### src/rtl/hub75_scanner.sv
// HUB75 LED panel scanner: streams framebuffer rows into the panel shift chain
// and lights each row with binary-coded-modulation bit planes.
module hub75_scanner #(
    parameter int unsigned PANEL_WIDTH = 64,
    parameter int unsigned HALF_ROWS   = 16,
    parameter int unsigned PLANES      = 5,
    parameter int unsigned BASE_CYCLES = 32
) (
    input  logic        clk,
    input  logic        reset_n,
    input  logic        enable,
    output logic [9:0]  read_addr,
    output logic        read_en,
    input  logic [15:0] read_data_top,
    input  logic [15:0] read_data_bottom,
    output logic        hub75_r1,
    output logic        hub75_g1,
    output logic        hub75_b1,
    output logic        hub75_r2,
    output logic        hub75_g2,
    output logic        hub75_b2,
    output logic        hub75_clk,
    output logic        hub75_lat,
    output logic        hub75_oe_n,
    output logic [3:0]  hub75_addr,
    output logic        frame_done
);

    localparam int unsigned COL_W = $clog2(PANEL_WIDTH);
    localparam int unsigned ROW_W = $clog2(HALF_ROWS);
    localparam int unsigned PL_W  = (PLANES > 1) ? $clog2(PLANES) : 1;
    localparam logic [COL_W-1:0] LAST_COL   = COL_W'(PANEL_WIDTH - 1);
    localparam logic [ROW_W-1:0] LAST_ROW   = ROW_W'(HALF_ROWS - 1);
    localparam logic [PL_W-1:0]  LAST_PLANE = PL_W'(PLANES - 1);

    typedef enum logic [2:0] {
        IDLE, PREFETCH, SHIFT_LO, SHIFT_HI, BLANK, LATCH, DISPLAY
    } state_t;

    state_t           state;
    logic [ROW_W-1:0] row;
    logic [PL_W-1:0]  plane;
    logic [COL_W-1:0] col;
    logic [15:0]      disp_cnt;

    logic [3:0]       r_idx, g_idx, b_idx;
    logic             last_plane, last_row;
    logic [ROW_W-1:0] next_row;

    // RGB565 bit of the current plane: red from bit 11, green from bit 6, blue from bit 0
    assign r_idx = 4'd11 + 4'(plane);
    assign g_idx = 4'd6 + 4'(plane);
    assign b_idx = 4'(plane);

    assign last_plane = (plane == LAST_PLANE);
    assign last_row   = (row == LAST_ROW);
    assign next_row   = !last_plane ? row : (last_row ? '0 : row + ROW_W'(1));

    // Outputs are loaded on the edge entering the state they belong to.
    always_ff @(posedge clk or negedge reset_n) begin
        if (!reset_n) begin
            state      <= IDLE;
            row        <= '0;
            plane      <= '0;
            col        <= '0;
            disp_cnt   <= '0;
            read_addr  <= '0;
            read_en    <= 1'b0;
            hub75_r1   <= 1'b0;
            hub75_g1   <= 1'b0;
            hub75_b1   <= 1'b0;
            hub75_r2   <= 1'b0;
            hub75_g2   <= 1'b0;
            hub75_b2   <= 1'b0;
            hub75_clk  <= 1'b0;
            hub75_lat  <= 1'b0;
            hub75_oe_n <= 1'b1;
            hub75_addr <= '0;
            frame_done <= 1'b0;
        end else begin
            frame_done <= 1'b0;
            case (state)
                IDLE: begin
                    if (enable) begin
                        state     <= PREFETCH;
                        row       <= '0;
                        plane     <= '0;
                        col       <= '0;
                        read_en   <= 1'b1;
                        read_addr <= '0;
                    end
                end
                PREFETCH: begin
                    state <= SHIFT_LO;
                end
                SHIFT_LO: begin
                    hub75_r1  <= read_data_top[r_idx];
                    hub75_g1  <= read_data_top[g_idx];
                    hub75_b1  <= read_data_top[b_idx];
                    hub75_r2  <= read_data_bottom[r_idx];
                    hub75_g2  <= read_data_bottom[g_idx];
                    hub75_b2  <= read_data_bottom[b_idx];
                    hub75_clk <= 1'b1;
                    state     <= SHIFT_HI;
                    // Next pixel's address goes out during the high phase
                    if (col != LAST_COL) begin
                        read_addr <= 10'({row, col + COL_W'(1)});
                    end
                end
                SHIFT_HI: begin
                    hub75_clk <= 1'b0;
                    if (col != LAST_COL) begin
                        col   <= col + COL_W'(1);
                        state <= SHIFT_LO;
                    end else begin
                        read_en <= 1'b0;
                        state   <= BLANK;
                    end
                end
                BLANK: begin
                    hub75_addr <= 4'(row);
                    hub75_lat  <= 1'b1;
                    state      <= LATCH;
                end
                LATCH: begin
                    hub75_lat  <= 1'b0;
                    hub75_oe_n <= 1'b0;
                    disp_cnt   <= (16'(BASE_CYCLES) << plane) - 16'd1;
                    state      <= DISPLAY;
                end
                DISPLAY: begin
                    if (disp_cnt != 16'd0) begin
                        disp_cnt <= disp_cnt - 16'd1;
                    end else begin
                        hub75_oe_n <= 1'b1;
                        col        <= '0;
                        frame_done <= last_plane && last_row;
                        if (enable) begin
                            state     <= PREFETCH;
                            row       <= next_row;
                            plane     <= last_plane ? '0 : plane + PL_W'(1);
                            read_en   <= 1'b1;
                            read_addr <= 10'({next_row, COL_W'(0)});
                        end else begin
                            state <= IDLE;
                            row   <= '0;
                            plane <= '0;
                        end
                    end
                end
                default: state <= IDLE;
            endcase
        end
    end

endmodule

### config.mk
export PLATFORM = sky130hd
export DESIGN_NAME = hub75_scanner
export DESIGN_NICKNAME = d
export VERILOG_FILES = /design/src/rtl/hub75_scanner.sv
export SDC_FILE = /design/constraint.sdc
export NUM_CORES = 1
export LEC_CHECK = 0
export BUFFER_PORTS_ARGS = -buffer_cell sky130_fd_sc_hd__clkbuf_2
export CORE_UTILIZATION = 52
export CTS_CLUSTER_DIAMETER = 60
export DETAILED_ROUTE_END_ITERATION = 6
export PLACE_DENSITY = 0.83
export SLEW_MARGIN = 20
export SYNTH_ARGS = -nofsm -noshare
export SYNTH_HDL_FRONTEND = slang
export SYNTH_SLANG_ARGS = --single-unit
### constraint.sdc
create_clock -name clk -period 2.46 [get_ports clk]
set_clock_uncertainty 0.1 [all_clocks]
set_input_delay 0.123 -clock clk [delete_from_list [all_inputs] [get_ports clk]]
set_output_delay 0.123 -clock clk [all_outputs]
set_load 0.05 [all_outputs]
==> flow_summary.json <==
{
  "final-hold-violation-count": 0,
  "cts-htree-levels": 3,
  "min-delay-path-class": "primary input to register",
  "synthXorXnorAreaFrac": 0.02686,
  "buffer_ports.inserted": 59,
  "synth_fp_nets": 439,
  "met1_length_mm": 3.793,
  "ir_worst_vdd_uv": 324.2,
  "chip_width_um": 88.74,
  "synth_enable_flop_cells": 0,
  "critical_path.max_fanout": 4,
  "cts.root.buffer_cell": "sky130_fd_sc_hd__clkbuf_8",
  "multi_input_area_um2": 2354,
  "run_status": "complete, no violations",
  "detail_route.first_pass.iterations": 5,
  "cp-startpoint": "plane[1]",
  "top_level_ports": 60,
  "timing.final.max_slew_violations": 0,
  "syn-instance-count": 390,
  "most-common-layout-cells": "sky130_fd_sc_hd__clkbuf_2 (59), sky130_fd_sc_hd__dfrtp_1 (54), sky130_fd_sc_hd__nand2_1 (51)",
  "initial_utilization": 0.5394,
  "met3RoutedLength_um": 565,
  "synth-seq-area-share": 0.3649,
  "crit-reg2reg-launch": "plane[1]",
  "global_route.usage.total": 0.2469,
  "max_slew.worst_pin.slew_ns": 0.5279,
  "cts.path.max_buffers": 2,
  "ys.flop_type": "sky130_fd_sc_hd__dfrtp_1",
  "layout.cells.most_common": "sky130_fd_sc_hd__clkbuf_2",
  "wp_data_arrival_ns": 2.44,
  "cell_variety_after_synth": 64,
  "grt_pass1_vias": 3164,
  "gp_routability_congestion": 0.9347,
  "max_cap_viol_count": 0,
  "total_of_flip_flops_plus_latches_after_synthesis": 57,
  "setup_viol": 0,
  "hpwl_mm": 6.590,
  "row_count": 31,
  "main_combinational_cell_family_by_area_after_synthesis": "simple AND/OR/NAND/NOR gates",
  "core_area_um2": 7253,
  "synth_compound_area_frac": 0.1730,
  "initial_detailed_routing_violation_count": 230,
  "grt_start_max_net_pins": 58,
  "cp_data_required_time_ns": 2.60,
  "fraction_of_registers_with_async_set_or_reset_after_synthesis": 1.000,
  "cell_area_after_synthesis_um2": 3913,
  "drc_errors": 0,
  "ys_warn_count": 0,
  "fp.dieArea_um2": 7875,
  "cts-buffers-inserted": 9,
  "postRouteAntennaNets": 0,
  "maxSlewHeadroom": 0.6472,
  "rsz0062_at_grt": "no",
  "worst_skew_pair.late_latency_ns": 0.35,
  "initial_antenna_violation_count": 0,
  "grt_pass1_wl_mm": 14.63,
  "finalSetupTns_ns": 0,
  "synth_area_per_cell_um2": 10.03,
  "post_synth_mux_area_share": 0.1637,
  "setup.worst_path.start_class": "register",
  "final_period_minus_worst_setup_slack_ns": 2.292,
  "cellPowerDensity_nw_per_um2": 894.8,
  "antenna-diode-count": 0,
  "totalWireLength_mm": 8.971,
  "tritoncts": "done",
  "detailroute.wirelength.met2_mm": 4.389,
  "worstSetupPathType": "register to register",
  "max_freq_ghz": 0.4362,
  "vias_per_cell": 6.059,
  "synth_simple_gate_area_share": 0.1880,
  "nNetsFinal": 504,
  "yosys.area_share.adder": 0.04477,
  "clk_transition_reported_paths_ns": 0.07,
  "area_growth_from_synthesis_to_layout_pct": 18.26,
  "global_route_overflow": 0,
  "vias": 3387,
  "layout-drive-gt1-share": 0.3522,
  "timing.critical_path.to_type": "register",
  "post_cts_buffers": 0,
  "nFillCells": 608,
  "top_signal_layer_used": "met4",
  "total_power_mw": 4.140,
  "die_y_um": 88.74,
  "clock_sinks": 57,
  "post-route-period-util": 0.9318,
  "leakagePower_nw": 2.094,
  "worstHoldStart": "enable",
  "wl_per_cell_um": 16.05,
  "ff_latch_area_um2": 1430
}
[sequential cells by signal (all words and copies together), names as in the netlist, 3 cells and up]
name	flops
read_addr	10
disp_cnt	16
col	6
row	4
plane	3
hub75_addr	4
state	3
[critical path: stages (launching register included)]
cell	delay, ns
sky130_fd_sc_hd__dfrtp_2	0.43
sky130_fd_sc_hd__ha_1	0.25
sky130_fd_sc_hd__ha_1	0.24
sky130_fd_sc_hd__or4_1	0.51
sky130_fd_sc_hd__o311a_1	0.15
sky130_fd_sc_hd__nand2_1	0.17
sky130_fd_sc_hd__o22ai_1	0.12
sky130_fd_sc_hd__a211oi_2	0.23
[timing repair]
item,4_1_cts,5_1_grt
hold buffers,1,0
hold endpoints to repair,57,0
setup endpoints to repair,0,8
gates resized for setup,0,3
[worst paths after layout]
check	slack (ns)	depth (start not counted)	to
setup / recovery	0.17	7	disp_cnt[11]
hold / removal	0.03	3	row[3]
setup reg to reg	0.17	7	disp_cnt[11]
hold reg to reg	0.38	2	hub75_r1
max in group asynchronous	1.72	3	hub75_oe_n
min in group asynchronous	0.23	3	read_addr[4]
[cell usage after synthesis, types with 9 or more instances]
master,count,share of area
sky130_fd_sc_hd__nand3_1,14,0.018
sky130_fd_sc_hd__buf_2,9,0.012
sky130_fd_sc_hd__nand2_2,11,0.018
sky130_fd_sc_hd__clkbuf_1,9,0.0086
sky130_fd_sc_hd__dfrtp_1,56,0.36
sky130_fd_sc_hd__nor3_1,12,0.015
sky130_fd_sc_hd__nand2_1,51,0.049
sky130_fd_sc_hd__o21ai_0,27,0.035
sky130_fd_sc_hd__nor2_1,26,0.025
sky130_fd_sc_hd__ha_1,14,0.045
sky130_fd_sc_hd__a21oi_1,20,0.026
sky130_fd_sc_hd__mux4_2,24,0.14
[logic make-up after synthesis]
kind of cell    after synthesis
xor+xnor                     12
mux                          33
simple gates                147
flops                        57
fa+ha+maj                    14
buf+inv                      31
compound gates               96
[metrics by stage]
stage	setup slack (ns)	util	instance area [um^2]	hold slack, ns	std cells
global placement	0.1337	0.6008	4358	0.05241	542
floorplan	0.01177	-	3939	-0.2726	390
detailed placement	0.1497	0.6008	4358	0.06028	542
finish	0.1677	0.6379	4627	0.02762	559
global route	0.03529	0.6379	4627	0.02391	559
CTS	0.1331	0.6358	4612	0.01919	559
[power by group]
part / internal (mW) / switching [mW]
clock: 0.699 / 0.395
sequential: 1.10 / 0.127
combinational: 0.669 / 1.15
total: 2.47 / 1.67
[routing by layer]
metal,track usage,vias to the layer above
li1,-,1579
met1,0.3075,1644
met2,0.4021,142
met3,0.05784,22
met4,0.1261,0
met5,0,-
[final cells by class]
type	instances	area share
timing repair buffer	76	0.09546
sequential	57	0.3091
clock buffer	11	0.03056
clock inverter	5	0.02217
inverter	9	0.007301
multi-input combinational	302	0.5087
tap	99	0.02677
Note: power is estimated with default switching activity, not from simulation.
